$ cat config.mk
export PLATFORM = sky130hd
export DESIGN_NAME = cdb_arbiter
export DESIGN_NICKNAME = d
export VERILOG_FILES = /design/src/rtl/cdb_pkg.sv /design/src/rtl/rr_arbiter.sv /design/src/rtl/cdb_arbiter.sv
export SDC_FILE = /design/constraint.sdc
export NUM_CORES = 1
export LEC_CHECK = 0
export ABC_CLOCK_PERIOD_IN_PS = 4230
export BUFFER_PORTS_ARGS = -buffer_cell sky130_fd_sc_hd__buf_4
export CAP_MARGIN = 40
export CORE_MARGIN = 2
export CORE_UTILIZATION = 49
export CTS_BUF_LIST = sky130_fd_sc_hd__clkbuf_16
export CTS_CLUSTER_DIAMETER = 40
export DETAILED_ROUTE_END_ITERATION = 7
export GPL_TIMING_DRIVEN = 0
export MAX_ROUTING_LAYER = met4
export PLACE_DENSITY = 0.87
export SYNTH_ARGS = -nofsm -noshare
export SYNTH_HDL_FRONTEND = slang
export SYNTH_SLANG_ARGS = --single-unit
$ cat constraint.sdc
create_clock -name clk -period 4.23 [get_ports clk]
set_input_delay 0.6345 -clock clk [delete_from_list [all_inputs] [get_ports clk]]
set_output_delay 0.6345 -clock clk [all_outputs]
set_load 0.01 [all_outputs]
$ cat src/rtl/cdb_pkg.sv
// Shared definitions for the common data bus: tag field layout, requester indices, broadcast packet.
package cdb_pkg;

  localparam int TAG_VALID_BIT = 7;
  localparam int TAG_MEM_BIT   = 6;
  localparam int TAG_ADD_BIT   = 5;
  localparam int TAG_MUL_BIT   = 4;

  localparam int REQ_MEM = 0;
  localparam int REQ_ADD = 1;
  localparam int REQ_MUL = 2;

  typedef struct packed {
    logic        valid;
    logic [31:0] data;
    logic [7:0]  tag;
  } cdb_pkt_t;

endpackage

$ cat src/rtl/rr_arbiter.sv
// Combinational round-robin picker: first asserted request at or after ptr_i, wrapping.
module rr_arbiter #(
  parameter  int N  = 3,
  localparam int IW = (N > 1) ? $clog2(N) : 1
) (
  input  logic [N-1:0]  req_i,
  input  logic [IW-1:0] ptr_i,
  output logic [N-1:0]  grant_o,
  output logic [IW-1:0] idx_o,
  output logic          any_o
);

  logic found;
  int   j;

  always_comb begin
    grant_o = '0;
    idx_o   = '0;
    found   = 1'b0;
    j       = 0;
    for (int k = 0; k < N; k++) begin
      j = (int'(ptr_i) + k) % N;
      if (!found && req_i[j]) begin
        found      = 1'b1;
        grant_o[j] = 1'b1;
        idx_o      = IW'(j);
      end
    end
    any_o = found;
  end

endmodule

$ cat src/rtl/cdb_arbiter.sv
// CDB arbiter: round-robin grant among result producers, registered broadcast of the winner.
// Optional statistics counters are built when CDB_ARB_STATS_EN is defined.
module cdb_arbiter
  import cdb_pkg::*;
#(
  parameter int NUM_REQ = 3,
  parameter int DATA_W  = 32,
  parameter int TAG_W   = 8,
  parameter int STATS_W = 16
) (
  input  logic                       clk,
  input  logic                       reset,
  input  logic                       en,
  input  logic [NUM_REQ-1:0]         req_valid,
  input  logic [NUM_REQ*DATA_W-1:0]  req_data,
  input  logic [NUM_REQ*TAG_W-1:0]   req_tag,
  output logic [NUM_REQ-1:0]         req_grant,
  output logic                       cdb_valid,
  output logic [DATA_W-1:0]          cdb_data,
  output logic [TAG_W-1:0]           cdb_tag,
  output logic                       err_bad_tag
`ifdef CDB_ARB_STATS_EN
  ,output logic [NUM_REQ*STATS_W-1:0] stat_grants
  ,output logic [STATS_W-1:0]         stat_stalls
`endif
);

  localparam int IW = (NUM_REQ > 1) ? $clog2(NUM_REQ) : 1;

  logic [NUM_REQ-1:0] req_eff, grant;
  logic [IW-1:0]      gidx, rr_ptr_q, rr_ptr_d;
  logic               gany;
  logic [DATA_W-1:0]  data_sel, cdb_data_q, cdb_data_d;
  logic [TAG_W-1:0]   tag_sel, cdb_tag_q, cdb_tag_d;
  logic               cdb_valid_q, cdb_valid_d, err_q, err_d;

  // Nothing is eligible while disabled or held in reset, so the grant doubles as a safe ack.
  assign req_eff = (en && reset) ? req_valid : '0;

  rr_arbiter #(.N(NUM_REQ)) u_rr (
    .req_i   (req_eff),
    .ptr_i   (rr_ptr_q),
    .grant_o (grant),
    .idx_o   (gidx),
    .any_o   (gany)
  );

  assign req_grant = grant;

  always_comb begin
    data_sel = '0;
    tag_sel  = '0;
    for (int i = 0; i < NUM_REQ; i++) begin
      if (grant[i]) begin
        data_sel = data_sel | req_data[i*DATA_W +: DATA_W];
        tag_sel  = tag_sel  | req_tag[i*TAG_W +: TAG_W];
      end
    end
  end

  always_comb begin
    cdb_valid_d = gany;
    cdb_data_d  = gany ? data_sel : cdb_data_q;
    cdb_tag_d   = gany ? tag_sel  : cdb_tag_q;
    rr_ptr_d    = rr_ptr_q;
    if (gany) begin
      rr_ptr_d = (gidx == IW'(NUM_REQ - 1)) ? '0 : gidx + IW'(1);
    end
    err_d = err_q | (gany & ~tag_sel[TAG_W-1]);
  end

  always_ff @(posedge clk or negedge reset) begin
    if (!reset) begin
      cdb_valid_q <= 1'b0;
      cdb_data_q  <= '0;
      cdb_tag_q   <= '0;
      rr_ptr_q    <= '0;
      err_q       <= 1'b0;
    end else begin
      cdb_valid_q <= cdb_valid_d;
      cdb_data_q  <= cdb_data_d;
      cdb_tag_q   <= cdb_tag_d;
      rr_ptr_q    <= rr_ptr_d;
      err_q       <= err_d;
    end
  end

  assign cdb_valid   = cdb_valid_q;
  assign cdb_data    = cdb_data_q;
  assign cdb_tag     = cdb_tag_q;
  assign err_bad_tag = err_q;

`ifdef CDB_ARB_STATS_EN
  function automatic logic [STATS_W-1:0] sat_inc(input logic [STATS_W-1:0] v);
    return (&v) ? v : v + STATS_W'(1);
  endfunction

  logic [NUM_REQ-1:0][STATS_W-1:0] grants_q, grants_d;
  logic [STATS_W-1:0]              stalls_q, stalls_d;

  // A stall is any eligible request left waiting this cycle.
  always_comb begin
    for (int i = 0; i < NUM_REQ; i++) begin
      grants_d[i] = grant[i] ? sat_inc(grants_q[i]) : grants_q[i];
    end
    stalls_d = (en && |(req_valid & ~grant)) ? sat_inc(stalls_q) : stalls_q;
  end

  always_ff @(posedge clk or negedge reset) begin
    if (!reset) begin
      grants_q <= '0;
      stalls_q <= '0;
    end else begin
      grants_q <= grants_d;
      stalls_q <= stalls_d;
    end
  end

  assign stat_grants = grants_q;
  assign stat_stalls = stalls_q;
`endif

endmodule

; Word-level counts from Yosys, hierarchy flattened
; Cells that the tools add are included.
[op_classes]
n_addsub = 3
n_div = 3
order_cmp = 6
n_eq_ne = 1
n_mux = 32
bitwise_logic = 9
n_reduce_logical = 8
[ops]
columns = op, n
row1 = ">= comparator 32 x 1 -> 1 bit, second input constant", 3
row2 = "< comparator 32 x 4 -> 1 bit, second input constant", 3
row3 = two-way mux 32 bit, 3
row4 = "modulo 32 x 3 -> 32 bit, second input constant", 2
row5 = OR 32 bit, 2
row6 = "modulo 3 x 3 -> 32 bit, second input constant", 1
row7 = two-way mux 8 bit, 3
row8 = OR 8 bit, 2
row9 = two-way mux 1 bit, 12
row10 = two-way mux 3 bit, 4
row11 = two-way mux 2 bit, 4
row12 = binary-select mux 1 bit (select 2 bit), 3
row13 = demux 1 bit (select 2 bit), 3
row14 = logical AND 1 bit, 6
row15 = OR 3 bit, 2
row16 = "adder 2 x 1 -> 3 bit, second input constant", 1
row17 = "adder 2 x 2 -> 3 bit, second input constant", 1
row18 = "adder 2 x 1 -> 2 bit, second input constant", 1
row19 = "equality test 2 bit, second input constant", 1
row20 = logical NOT 1 bit, 2
row21 = AND 1 bit, 1
row22 = inverter 1 bit, 1
row23 = OR 1 bit, 1
[totals]
register_bits = 44
in_bits = 126
output_inout_bits = 45
word_cells = 67

; Longest topological paths before layout
[depth]
word_depth = 20
ltp_mapped = 10
mapped_depth_nobuf = 7

; Cells and area by module
; From an unflattened synthesis, not the netlist that was laid out.
[unflattened]
hier_cells = 246
hier_area_um2 = 2377.3
[by_module_without_submodules]
columns = mod, instances, cells_each, area_each_um2, seq_area_each_um2
row1 = cdb_arbiter, 1, 194, 1995.7, 1101.1
row2 = rr_arbiter, 1, 52, 381.6, 0.0

; Worst setup path before layout
; OpenSTA, ideal clock, no wires.
[synth_path]
kind = reg2out
start = reg rr_ptr_q[1]
end = out req_grant[0]
arrival_ns = 1.976
required_ns = 3.595
path_slack_ns = 1.619
stages_incl_launch_ff = 9
path_buffers = 2
path_cell_list = dfrtp_1 inv_1 ha_1 buf_4 mux2_4 a32oi_2 nand3_1 clkbuf_1 a21oi_1
[synth_via]
elab_chain_len = 11
elab_cells_between_ends = 40
cone_classes = add/sub (2) / div (3) / order compare (6) / mux (20) / bitwise (2) / reduce/logical (7)
[synth_lines]
columns = item, line
row1 = from (decl), cdb_arbiter.sv:31  ; logic [IW-1:0] gidx, rr_ptr_q, rr_ptr_d;
row2 = from (signal assigned), cdb_arbiter.sv:83  ; rr_ptr_q <= rr_ptr_d;
row3 = branches (longest 10 deep; another with modulo 32 x 3 -> 32 bit), --
row4 = two-way mux 3 bit (*), rr_arbiter.sv:23  ; if (!found && req_i[j]) begin
row5 = to (decl), cdb_arbiter.sv:17  ; output logic [NUM_REQ-1:0] req_grant,
; Mark *: on every way between the ends. The select of a mux whose other input is x is not followed.

; Worst setup path after layout
[layout_path]
start = reg rr_ptr_q[0]
end = out req_grant[1]
; The elaborated chain is that of the path after synthesis.

==> results by group <==
Global route
  – First-pass GRT wire length: 17,850 um
  – GRT Total Usage: 0.3151
  – Remaining Overflow, GRT: 0
  – Antenna violations before repair: 0
  – Vias in the first global route: 3,729
  – Pin count of the biggest net entering global routing: between 50 and 60

STA
  – Final-report hold violation count: 0
  – RSZ-0062 raised after global routing: false
  – Worst rel slew slack: 0.4462
  – Fin crit period: 3431 ps
  – Final Setup Violations: 0
  – Setup Skew: just under 7 ps
  – Max Slew Vio Count: 0
  – Worst slew pin tran: 830.7 ps
  – Fmax: slightly below 300 MHz
  – Setup TNS: 0 ps
  – Final Cycle Share: 0.8110

Synthesis
  – Synth Net Count: slightly above 500
  – Ys flop type: dfrtp_1
  – Synth cell types: 43
  – Post-Synthesis Cells: 385
  – Post-synth design cell area: 0.003148 sq mm
  – Post-synth EDFFs: 0
  – Syn. warnings: 0
  – Share of flip-flops with an asynchronous set or reset: 1.000
  – Post-Syn Area per Cell: slightly above 8 sq um
  – Flops & latches, synth: 44
  – Post-synthesis sequential area ratio: 0.3498

Floorplanning
  – Die Ht: 84.16 um
  – IO Pins: roughly 170
  – Die width: between 80 and 90 um
  – Die area: roughly 0.007 sq mm
  – CORE AREA: 0.006277 sq mm
  – Number of core rows: 29
  – Starting Density: 0.5015

Clocking
  – Resized cells post-CTS: 0
  – Post-CTS Setup Bufs: 0
  – Skew-Pair Late Insertion Delay: about 280 ps
  – Inserted Clock Buffers: 5
  – CTS max path bufs: 2
  – CTS sink cnt: 44
  – H-tree levels: 2
  – Clk slew on worst S/H paths: 60 ps
  – Root Driver: clkbuf_16
  – # hold bufs at CTS: 0
  – TritonCTS clock tree: yes

Critical path
  – Critical path required time: 3600 ps
  – Reg-to-reg critical path startpoint: rr_ptr_q[0]$_DFFE_PN0P_
  – R2r worst-path depth: 8
  – Max incr delay on CP: approximately 640 ps
  – RR Endpoint: cdb_data[11]$_DFFE_PN0P_
  – Crit-path slowest cell: a32oi_1
  – CP endpoint kind: primary output
  – Crit path arrival time: 2800 ps
  – Worst setup path category: flip-flop to primary output
  – CP Max Fanout: 10
  – Worst R2R Setup Slack: approximately 1200 ps
  – Crit path cell chain: inv_1, ha_1, mux2_2, a32oi_1, clkbuf_1, nand4_1, nand2_1, buf_4
  – Crit. path cell count: 8
  – Family with the most delay on the worst path: buffers and inverters
  – CP Buf/Inv Count: 3
  – CP startpoint kind: flip-flop

Worst hold path
  – Hold/Removal Path Class: input port to asynchronous set/reset pin

Place
  – Port bufs: ~170
  – Gp weighted congestion: 0.9253
  – DP HPWL: 8231 um
  – Placed Cells: 631

Route
  – Routed Antenna Nets: 0
  – DRT Pass-1 Iters: 5
  – Via count: roughly 3,700
  – Initial drt markers: about 250
  – WL/cell: 17.06 um
  – Routed WL: between 10,000 and 15,000 um
  – Post-route DRC violation count: 0
  – Vias per inst: between 5 and 6

Cells and area
  – Most frequent cells in the layout: buf_4, o21ai_0, inv_1
  – Ant. Diodes: 0
  – Nets: around 690
  – Cell Count, Final, Fillers Out: 639
  – Area grow syn2layout: 47.81%
  – Final core occ: 0.7413
  – Proportion of layout cells with a drive suffix above 1: 0.3416
  – Commonest non-fill, non-tap cell in the layout: buf_4

Pwr
  – Overall Power: around 3.0 mW
  – Max VDD drop: 0.0003498 V
  – P_leak: 2.346 nW
  – Pwr per Cell Area: 650.8 mW/mm^2

Run status
  – Status: complete, no violations

Run
  – Maximum capacitance violations: 0
[cell type report]
class                   count  area [sq um]
fillers                   495          1624
inverters                  45         168.9
multi-input cells         255          1673
well taps                  77         96.34
plain buffers              41         205.2
repair buffers            169          1269
flip-flops and latches     44          1101
clock buffers               5         125.1
clock inverters             3         15.01
[worst register-to-register path: cells and delay by family, from the launching register on]
kind,cells,cell delay (ps)
AO/OA/AOI/OAI,4,1310
buffers and inverters,3,910
flip-flops,1,380
adder cells (fa/ha/maj),1,310
[how the worst max path moves through the flow]
stage | start | endpoint
detailed placement | reset | req_grant[0]
CTS | rr_ptr_q[0]$_DFFE_PN0P_ | req_grant[1]
floorplan | rr_ptr_q[1]$_DFFE_PN0P_ | req_grant[0]
global placement | reset | req_grant[0]
global route | rr_ptr_q[0]$_DFFE_PN0P_ | req_grant[1]
finish | rr_ptr_q[0]$_DFFE_PN0P_ | req_grant[1]
[state kept, by name, indices dropped and copies added (netlist names)]
| signal | flops |
|---|---|
| err_bad_tag | 1 |
| rr_ptr_q | 2 |
| cdb_data | 32 |
| cdb_tag | 8 |
| cdb_valid | 1 |
[metrics by stage]
stage	setup slack [ps]	hold slack [ps]	cell area, sq um
final	799.4	361.0	4653
after global routing	582.1	421.0	4653
after CTS	864.9	392.1	4653
after detailed placement	883.2	467.0	4513
after global placement	926.0	452.3	4513
after floorplan	1619	338.9	3148
[synth_stat cells, types with 2 or more instances]
cell | count | area (sq um)
mux2_2 | 2 | 22.52
nand2_1 | 8 | 30.03
o21ai_0 | 79 | 395.4
nand2b_1 | 2 | 12.51
nor2_1 | 3 | 11.26
clkbuf_1 | 32 | 120.1
dfrtp_1 | 44 | 1101
nor2b_1 | 2 | 12.51
o32a_1 | 40 | 400.4
ha_1 | 4 | 50.05
a32o_1 | 2 | 20.02
a21oi_1 | 42 | 210.2
nand4_1 | 2 | 12.51
inv_1 | 45 | 168.9
buf_6 | 6 | 67.56
and3b_1 | 2 | 17.52
and3_1 | 41 | 256.5
o21ai_1 | 4 | 20.02
[logic make-up after synthesis]
kind of cell / Yosys count / share of synthesized area
buffers and inverters: 86 / 0.1188
AND/OR/NAND/NOR: 67 / 0.1276
adder cells (fa/ha/maj): 4 / 0.01590
AO/OA/AOI/OAI: 181 / 0.3760
multiplexers: 3 / 0.01192
flip-flops: 44 / 0.3498
[report_power, final]
part	leakage, nW	switching [mW]	internal, mW
Sequential	0.517	0.129	0.646
Clock	0.0687	0.163	0.215
Combinational	1.76	0.977	0.898
[routing by layer]
layer  GRT usage  wire length, um
met1      0.4215             4646
met4     0.08798              253
met5           -                0
met2      0.4921             5249
met3     0.05900              753
Power figures use the tool's default switching activity.
